==> src/rtl/i2c_pkg.sv <==
// rtl/i2c_pkg.sv - shared types and constants for the I2C register bridge
package i2c_pkg;

    localparam int   I2C_BYTE_W    = 8;
    localparam logic I2C_DIR_WRITE = 1'b0;
    localparam logic I2C_DIR_READ  = 1'b1;

    typedef enum logic [1:0] {
        IDLE,
        PTR,
        WR,
        RD
    } bridge_state_t;

endpackage

==> src/rtl/i2c_regfile.sv <==
// rtl/i2c_regfile.sv - 8-bit register file with registered read port and status override
module i2c_regfile
    import i2c_pkg::*;
#(
    parameter int NUM_REGS = 16,
    parameter int PTR_W    = $clog2(NUM_REGS)
) (
    input  logic                       i_clk,
    input  logic                       i_rst_n,
    input  logic                       i_wr_en,
    input  logic [PTR_W-1:0]           i_wr_addr,
    input  logic [I2C_BYTE_W-1:0]      i_wr_data,
    input  logic [PTR_W-1:0]           i_rd_addr,
    input  logic [I2C_BYTE_W-1:0]      i_status,
    output logic [I2C_BYTE_W-1:0]      o_rd_data,
    output logic [NUM_REGS*I2C_BYTE_W-1:0] o_regs_out
);

    localparam logic [PTR_W-1:0] TOP_IDX = PTR_W'(NUM_REGS - 1);

    logic [I2C_BYTE_W-1:0] r_mem [NUM_REGS];
    logic [I2C_BYTE_W-1:0] r_rd_data;

    always_ff @(posedge i_clk or negedge i_rst_n) begin
        if (!i_rst_n) begin
            for (int i = 0; i < NUM_REGS; i++) begin
                r_mem[i] <= '0;
            end
            r_rd_data <= '0;
        end else begin
            if (i_wr_en) begin
                r_mem[i_wr_addr] <= i_wr_data;
            end
            // Top index is a live window onto status, not storage
            r_rd_data <= (i_rd_addr == TOP_IDX) ? i_status : r_mem[i_rd_addr];
        end
    end

    assign o_rd_data = r_rd_data;

    for (genvar g = 0; g < NUM_REGS; g++) begin : g_flat
        assign o_regs_out[g*I2C_BYTE_W +: I2C_BYTE_W] = r_mem[g];
    end

endmodule

==> src/rtl/i2c_reg_bridge.sv <==
// rtl/i2c_reg_bridge.sv - I2C byte stream to register map bridge; I2C_REG_AUTOINC_EN enables burst pointer increment
module i2c_reg_bridge
    import i2c_pkg::*;
#(
    parameter  int NUM_REGS = 16,
    localparam int PTR_W    = $clog2(NUM_REGS)
) (
    input  logic                      clk,
    input  logic                      rst,
    input  logic                      xfer_start,
    input  logic                      xfer_rw,
    input  logic                      xfer_stop,
    input  logic [7:0]                rx_byte,
    input  logic                      rx_valid,
    input  logic                      tx_ack,
    output logic [7:0]                tx_byte,
    input  logic [7:0]                status_in,
    output logic [NUM_REGS*8-1:0]     regs_out,
    output logic                      wr_strobe,
    output logic [PTR_W-1:0]          wr_addr,
    output logic                      err
);

    localparam logic [PTR_W-1:0] TOP_IDX = PTR_W'(NUM_REGS - 1);
`ifdef I2C_REG_AUTOINC_EN
    localparam logic [PTR_W-1:0] PTR_INC = PTR_W'(1);
`else
    localparam logic [PTR_W-1:0] PTR_INC = '0;
`endif

    bridge_state_t    r_state;
    logic [PTR_W-1:0] r_ptr;
    logic             r_err;
    logic             r_wr_strobe;
    logic [PTR_W-1:0] r_wr_addr;

    logic [PTR_W-1:0] w_ptr_next;
    logic             w_wr_en;
    logic             w_ptr_oor;

    assign w_ptr_oor = ({1'b0, rx_byte} >= 9'(NUM_REGS));

    // xfer_start discards any byte or ack arriving in the same cycle
    always_comb begin
        w_ptr_next = r_ptr;
        w_wr_en    = 1'b0;
        if (!xfer_start) begin
            case (r_state)
                PTR: if (rx_valid) w_ptr_next = rx_byte[PTR_W-1:0];
                WR: begin
                    if (rx_valid) begin
                        w_wr_en    = (r_ptr != TOP_IDX);
                        w_ptr_next = r_ptr + PTR_INC;
                    end
                end
                RD: if (tx_ack) w_ptr_next = r_ptr + PTR_INC;
                default: ;
            endcase
        end
    end

    always_ff @(posedge clk or negedge rst) begin
        if (!rst) begin
            r_state     <= IDLE;
            r_ptr       <= '0;
            r_err       <= 1'b0;
            r_wr_strobe <= 1'b0;
            r_wr_addr   <= '0;
        end else begin
            r_ptr       <= w_ptr_next;
            r_wr_strobe <= w_wr_en;
            if (w_wr_en) begin
                r_wr_addr <= r_ptr;
            end
            if (xfer_start) begin
                r_state <= (xfer_rw == I2C_DIR_READ) ? RD : PTR;
            end else begin
                if (r_state == PTR && rx_valid) begin
                    r_state <= WR;
                    if (w_ptr_oor) begin
                        r_err <= 1'b1;
                    end
                end
                // A byte arriving with STOP is processed above before returning to IDLE
                if (xfer_stop) begin
                    r_state <= IDLE;
                end
            end
        end
    end

    i2c_regfile #(
        .NUM_REGS (NUM_REGS),
        .PTR_W    (PTR_W)
    ) u_regfile (
        .i_clk      (clk),
        .i_rst_n    (rst),
        .i_wr_en    (w_wr_en),
        .i_wr_addr  (r_ptr),
        .i_wr_data  (rx_byte),
        .i_rd_addr  (w_ptr_next),
        .i_status   (status_in),
        .o_rd_data  (tx_byte),
        .o_regs_out (regs_out)
    );

    assign wr_strobe = r_wr_strobe;
    assign wr_addr   = r_wr_addr;
    assign err       = r_err;

endmodule
==> config.mk <==
export PLATFORM = sky130hd
export DESIGN_NAME = i2c_reg_bridge
export DESIGN_NICKNAME = d
export VERILOG_FILES = /design/src/rtl/i2c_pkg.sv /design/src/rtl/i2c_regfile.sv /design/src/rtl/i2c_reg_bridge.sv
export SDC_FILE = /design/constraint.sdc
export NUM_CORES = 1
export LEC_CHECK = 0
export CAP_MARGIN = 20
export CORE_MARGIN = 2
export CORE_UTILIZATION = 54
export CTS_CLUSTER_DIAMETER = 80
export DETAILED_ROUTE_END_ITERATION = 10
export PLACE_DENSITY = 0.85
export SETUP_SLACK_MARGIN = 0.5
export SYNTH_ARGS = -nofsm -noshare
export SYNTH_HDL_FRONTEND = slang
export SYNTH_HIERARCHICAL = 1
export SYNTH_SLANG_ARGS = --single-unit
==> constraint.sdc <==
create_clock -name clk -period 6.3 [get_ports clk]
set_clock_uncertainty 0.2 [all_clocks]
set_input_delay 1.26 -clock clk [delete_from_list [all_inputs] [get_ports clk]]
set_output_delay 1.26 -clock clk [all_outputs]
set_load 0.03 [all_outputs]
==> impl_metrics.yaml <==
outcome:
  status: "complete, no violations"
routing:
  route.vias.total: 4576
  drt_drc_violations_left: 0
  wl_per_cell_um: 22.6
  post_drt_via_cell_ratio: 5.81
  drt.antenna.violating_nets: 0
  drt_first_pass_iters: 4
  detail_route.wirelength_um: 17800
  dr.first_iter.drc_count: 297
setup_path:
  path_cells: "clkdlybuf4s50_1 -> nand4bb_1 -> a41oi_1 -> nand2_1 -> nor3_2 -> mux2_2"
  cpLargestDelayFamily: "simple AND/OR/NAND/NOR gates"
  timing.critical_path.slowest_cell_delay_ns: 0.76
  crit_buf_inv: 1
  endpoint_arrival_time_on_the_critical_path_ns: 4.38
  crit_slowest_cell: "sky130_fd_sc_hd__nor3_2"
  timing.critical_path.to_type: "register"
  critical_path_class: "primary input to register"
  sort_of_element_at_the_start_of_the_critical_path: "primary input"
  critical_path.max_fanout: 9
  worst_ep_required_time_ns: 6.39
die:
  core-area_um2: 12100
  floorplan.die.height_um: 116
  floorplan.initialDensity_pct: 55.6
  dieWidth_um: 116
  die_area_um2: 13400
  placementRows: 40
  ios: 165
power:
  power.share.switching_pct: 33.0
  vdd_ir_drop_max_mv: 0.174
  clock_power_share_pct: 30.9
  power.density_nw_per_um2: 361
  power.share.sequential_pct: 37.8
  power_report.internal_total_w: 0.00219
  p_leak_nw: 4.06
  p_comb_share_pct: 31.3
  p_switching_w: 0.00108
clock_network:
  clock_tree.buffer_depth: 2
  numCtsBuffers: 17
  clock-root-buffer: "sky130_fd_sc_hd__clkbuf_16"
  cts.reportedPaths.clkPinSlew_ns: 0.05
  clock_insertion_delay_worst_skew_ns: 0.42
  clock_tree_from_tritoncts: "built"
  cts_num_sinks: 148
  clock_tree.htree_level_count: 4
  post_cts_buffers: 0
  postCtsHoldBufs: 0
  postCtsResizedCells: 0
placed_design:
  dp_hpwl_um: 11800
  io_buffers: 163
  routabilityCongestion: 0.812
  placed_cells: 756
timing:
  fmaxAchievable_mhz: 233
  timing.final.crit_period_ns: 4.29
  setup_tns_final_ns: 0
  rsz0062_at_grt: "false"
  relative_slew_slack_pct: 36.6
  worstMarginPinSlew_ns: 0.952
  layout_worst_path_cycle_share_pct: 68.0
  report.final.hold_viol_count: 0
  setup_violations: 0
  report.final.slew_viol_count: 0
layout:
  finish.net_count: 630
  n_antenna_cell: 0
  area_growth_from_synthesis_to_layout_pct: 34.3
  n_fill_cell: 809
  finalNonFillerCells: 788
  post_route_cells_drive_above_1_share_pct: 32.6
synth:
  post_syn_area_um2: 6740
  seq_area_frac_synth_pct: 55.0
  synth.avg_cell_area_um2: 15.0
  synthCells: 450
  synth_area_leaders: "sky130_fd_sc_hd__dfrtp_1, sky130_fd_sc_hd__mux2_2, sky130_fd_sc_hd__mux4_2, sky130_fd_sc_hd__mux2i_1, sky130_fd_sc_hd__mux2_4"
  synth.net_count: 473
  yosys_warnings: 6
  synth_area_leader_cell: "sky130_fd_sc_hd__dfrtp_1"
  area_share_of_the_largest_cell_type_after_synthesis_pct: 55.0
  synth_ff_type: "sky130_fd_sc_hd__dfrtp_1"
  postSynth.asyncResetShare_pct: 100
  synth-edff-count: 0
  number_of_distinct_library_cells_after_synthesis: 36
  ys_seq_elements: 148
global_routing:
  number_of_global_route_vias_before_repair: 4781
  track_usage_pct: 28.2
  antenna_found_initial: 0
  overflow: 0
  grt_start_max_net_pins: 108
  grt_first_pass_wirelength_um: 27600
flow_run:
  max_cap_viol_count: 0
min_path:
  hold_class: "register to register"
## Yosys cell counts (3+ instances only)
library cell,count
sky130_fd_sc_hd__o21ai_0,8
sky130_fd_sc_hd__mux2_4,8
sky130_fd_sc_hd__nand2b_1,9
sky130_fd_sc_hd__buf_6,3
sky130_fd_sc_hd__buf_2,12
sky130_fd_sc_hd__o22ai_1,15
sky130_fd_sc_hd__a31oi_1,11
sky130_fd_sc_hd__mux4_2,17
sky130_fd_sc_hd__nor3_2,3
sky130_fd_sc_hd__o22a_1,4
sky130_fd_sc_hd__dfrtp_1,148
sky130_fd_sc_hd__nand2_1,5
sky130_fd_sc_hd__nor2b_1,9
sky130_fd_sc_hd__a211o_1,7
sky130_fd_sc_hd__nor3_4,3
sky130_fd_sc_hd__clkbuf_1,10
sky130_fd_sc_hd__nor2_2,6
sky130_fd_sc_hd__nand2b_4,3
sky130_fd_sc_hd__mux2_2,124
sky130_fd_sc_hd__mux2i_1,25
## worst reg2reg max path, stage by stage, from the launching register on
cell,delay [ns]
sky130_fd_sc_hd__dfrtp_1,0.40
sky130_fd_sc_hd__nand4bb_1,0.46
sky130_fd_sc_hd__a41oi_1,0.57
sky130_fd_sc_hd__nand2_1,0.36
sky130_fd_sc_hd__nor3_2,0.76
sky130_fd_sc_hd__mux2_2,0.43
## flip-flops by register name, indices dropped and copies added, names as in the netlist
| signal | cells |
|---|---|
| err | 1 |
| wr_addr | 4 |
| r_state | 2 |
| u_regfile/o_rd_data | 8 |
| r_ptr | 4 |
| u_regfile/o_regs_out | 128 |
| wr_strobe | 1 |
## cell type report
cell class	instances	area (um^2)	share of cell area, %
Clock buffer	24	502	5.55
Clock inverter	8	97.6	1.08
Inverter	1	3.75	0.0415
Multi-Input combinational cell	274	2880	31.9
Sequential cell	148	3700	40.9
Tap cell	168	210	2.32
Timing Repair Buffer	165	1650	18.2
## placed cells by master (no fill, tap or decap), drive strengths merged, types with 3 or more instances in the layout
cell type / n
a211o: 7
a31oi: 11
buf: 3
clkbuf: 24
clkdlybuf4s50: 162
clkinv: 3
clkinvlp: 3
dfrtp: 148
mux2: 132
mux2i: 25
mux4: 17
nand2: 5
nand2b: 12
nor2: 7
nor2b: 9
nor3: 6
o21ai: 8
o22a: 4
o22ai: 15
## logic make-up (layout without fill, tap and decap cells)
| group | after synthesis | count (layout) | share of synthesized area (%) |
|---|---|---|---|
| buffers and inverters | 28 | 198 | 2.23 |
| AO/OA/AOI/OAI | 50 | 50 | 5.02 |
| AND/OR/NAND/NOR | 50 | 50 | 5.85 |
| flip-flops | 148 | 148 | 55.0 |
| multiplexers | 174 | 174 | 31.9 |
## power groups by stage
stage / Clock [W] / Sequential [W] / Combinational (W)
finish: 0.00101 / 0.00123 / 0.00102
global route: 0.00107 / 0.00125 / 0.00107
CTS: 0.00102 / 0.00123 / 0.00102
detailed placement: 0 / 0.00124 / 0.00102
global placement: 0 / 0.00124 / 0.00100
floorplan: 0 / 0.00147 / 0.000383
## metrics by stage
| stage | total power (W) | hold slack [ns] | setup slack (ns) | area [um^2] | util (%) |
|---|---|---|---|---|---|
| after global routing | 0.00339 | 0.306 | 1.82 | 9050 | 74.7 |
| final | 0.00326 | 0.292 | 2.01 | 9050 | 74.7 |
| after global placement | 0.00224 | 0.263 | 1.77 | 8450 | 69.7 |
| after CTS | 0.00328 | 0.292 | 2.03 | 9050 | 74.7 |
| after floorplan | 0.00185 | 0.326 | 3.00 | 6740 | - |
| after detailed placement | 0.00226 | 0.280 | 1.65 | 8450 | 69.7 |
## per-layer routing
layer / track usage, % / share of wire (%)
met1: 38.8 / 42
met5: 0 / 0
met4: 9.13 / 1.7
met2: 43.4 / 48
met3: 8.73 / 8.3
## path summary, 6_finish.rpt
kind	start	endpoint	slack, ns	depth (start not counted)
max reg2reg	r_state[0]	u_regfile/o_regs_out[86]	3.00	5
min in group asynchronous	rst	u_regfile/o_regs_out[127]	0.76	1
max	xfer_start	u_regfile/o_regs_out[86]	2.01	6
max in group asynchronous	rst	u_regfile/o_regs_out[14]	4.01	2
min	wr_addr[2]	wr_addr[2]	0.29	1
min reg2reg	wr_addr[2]	wr_addr[2]	0.29	1
No activity file was read; power rests on OpenSTA's default activity.
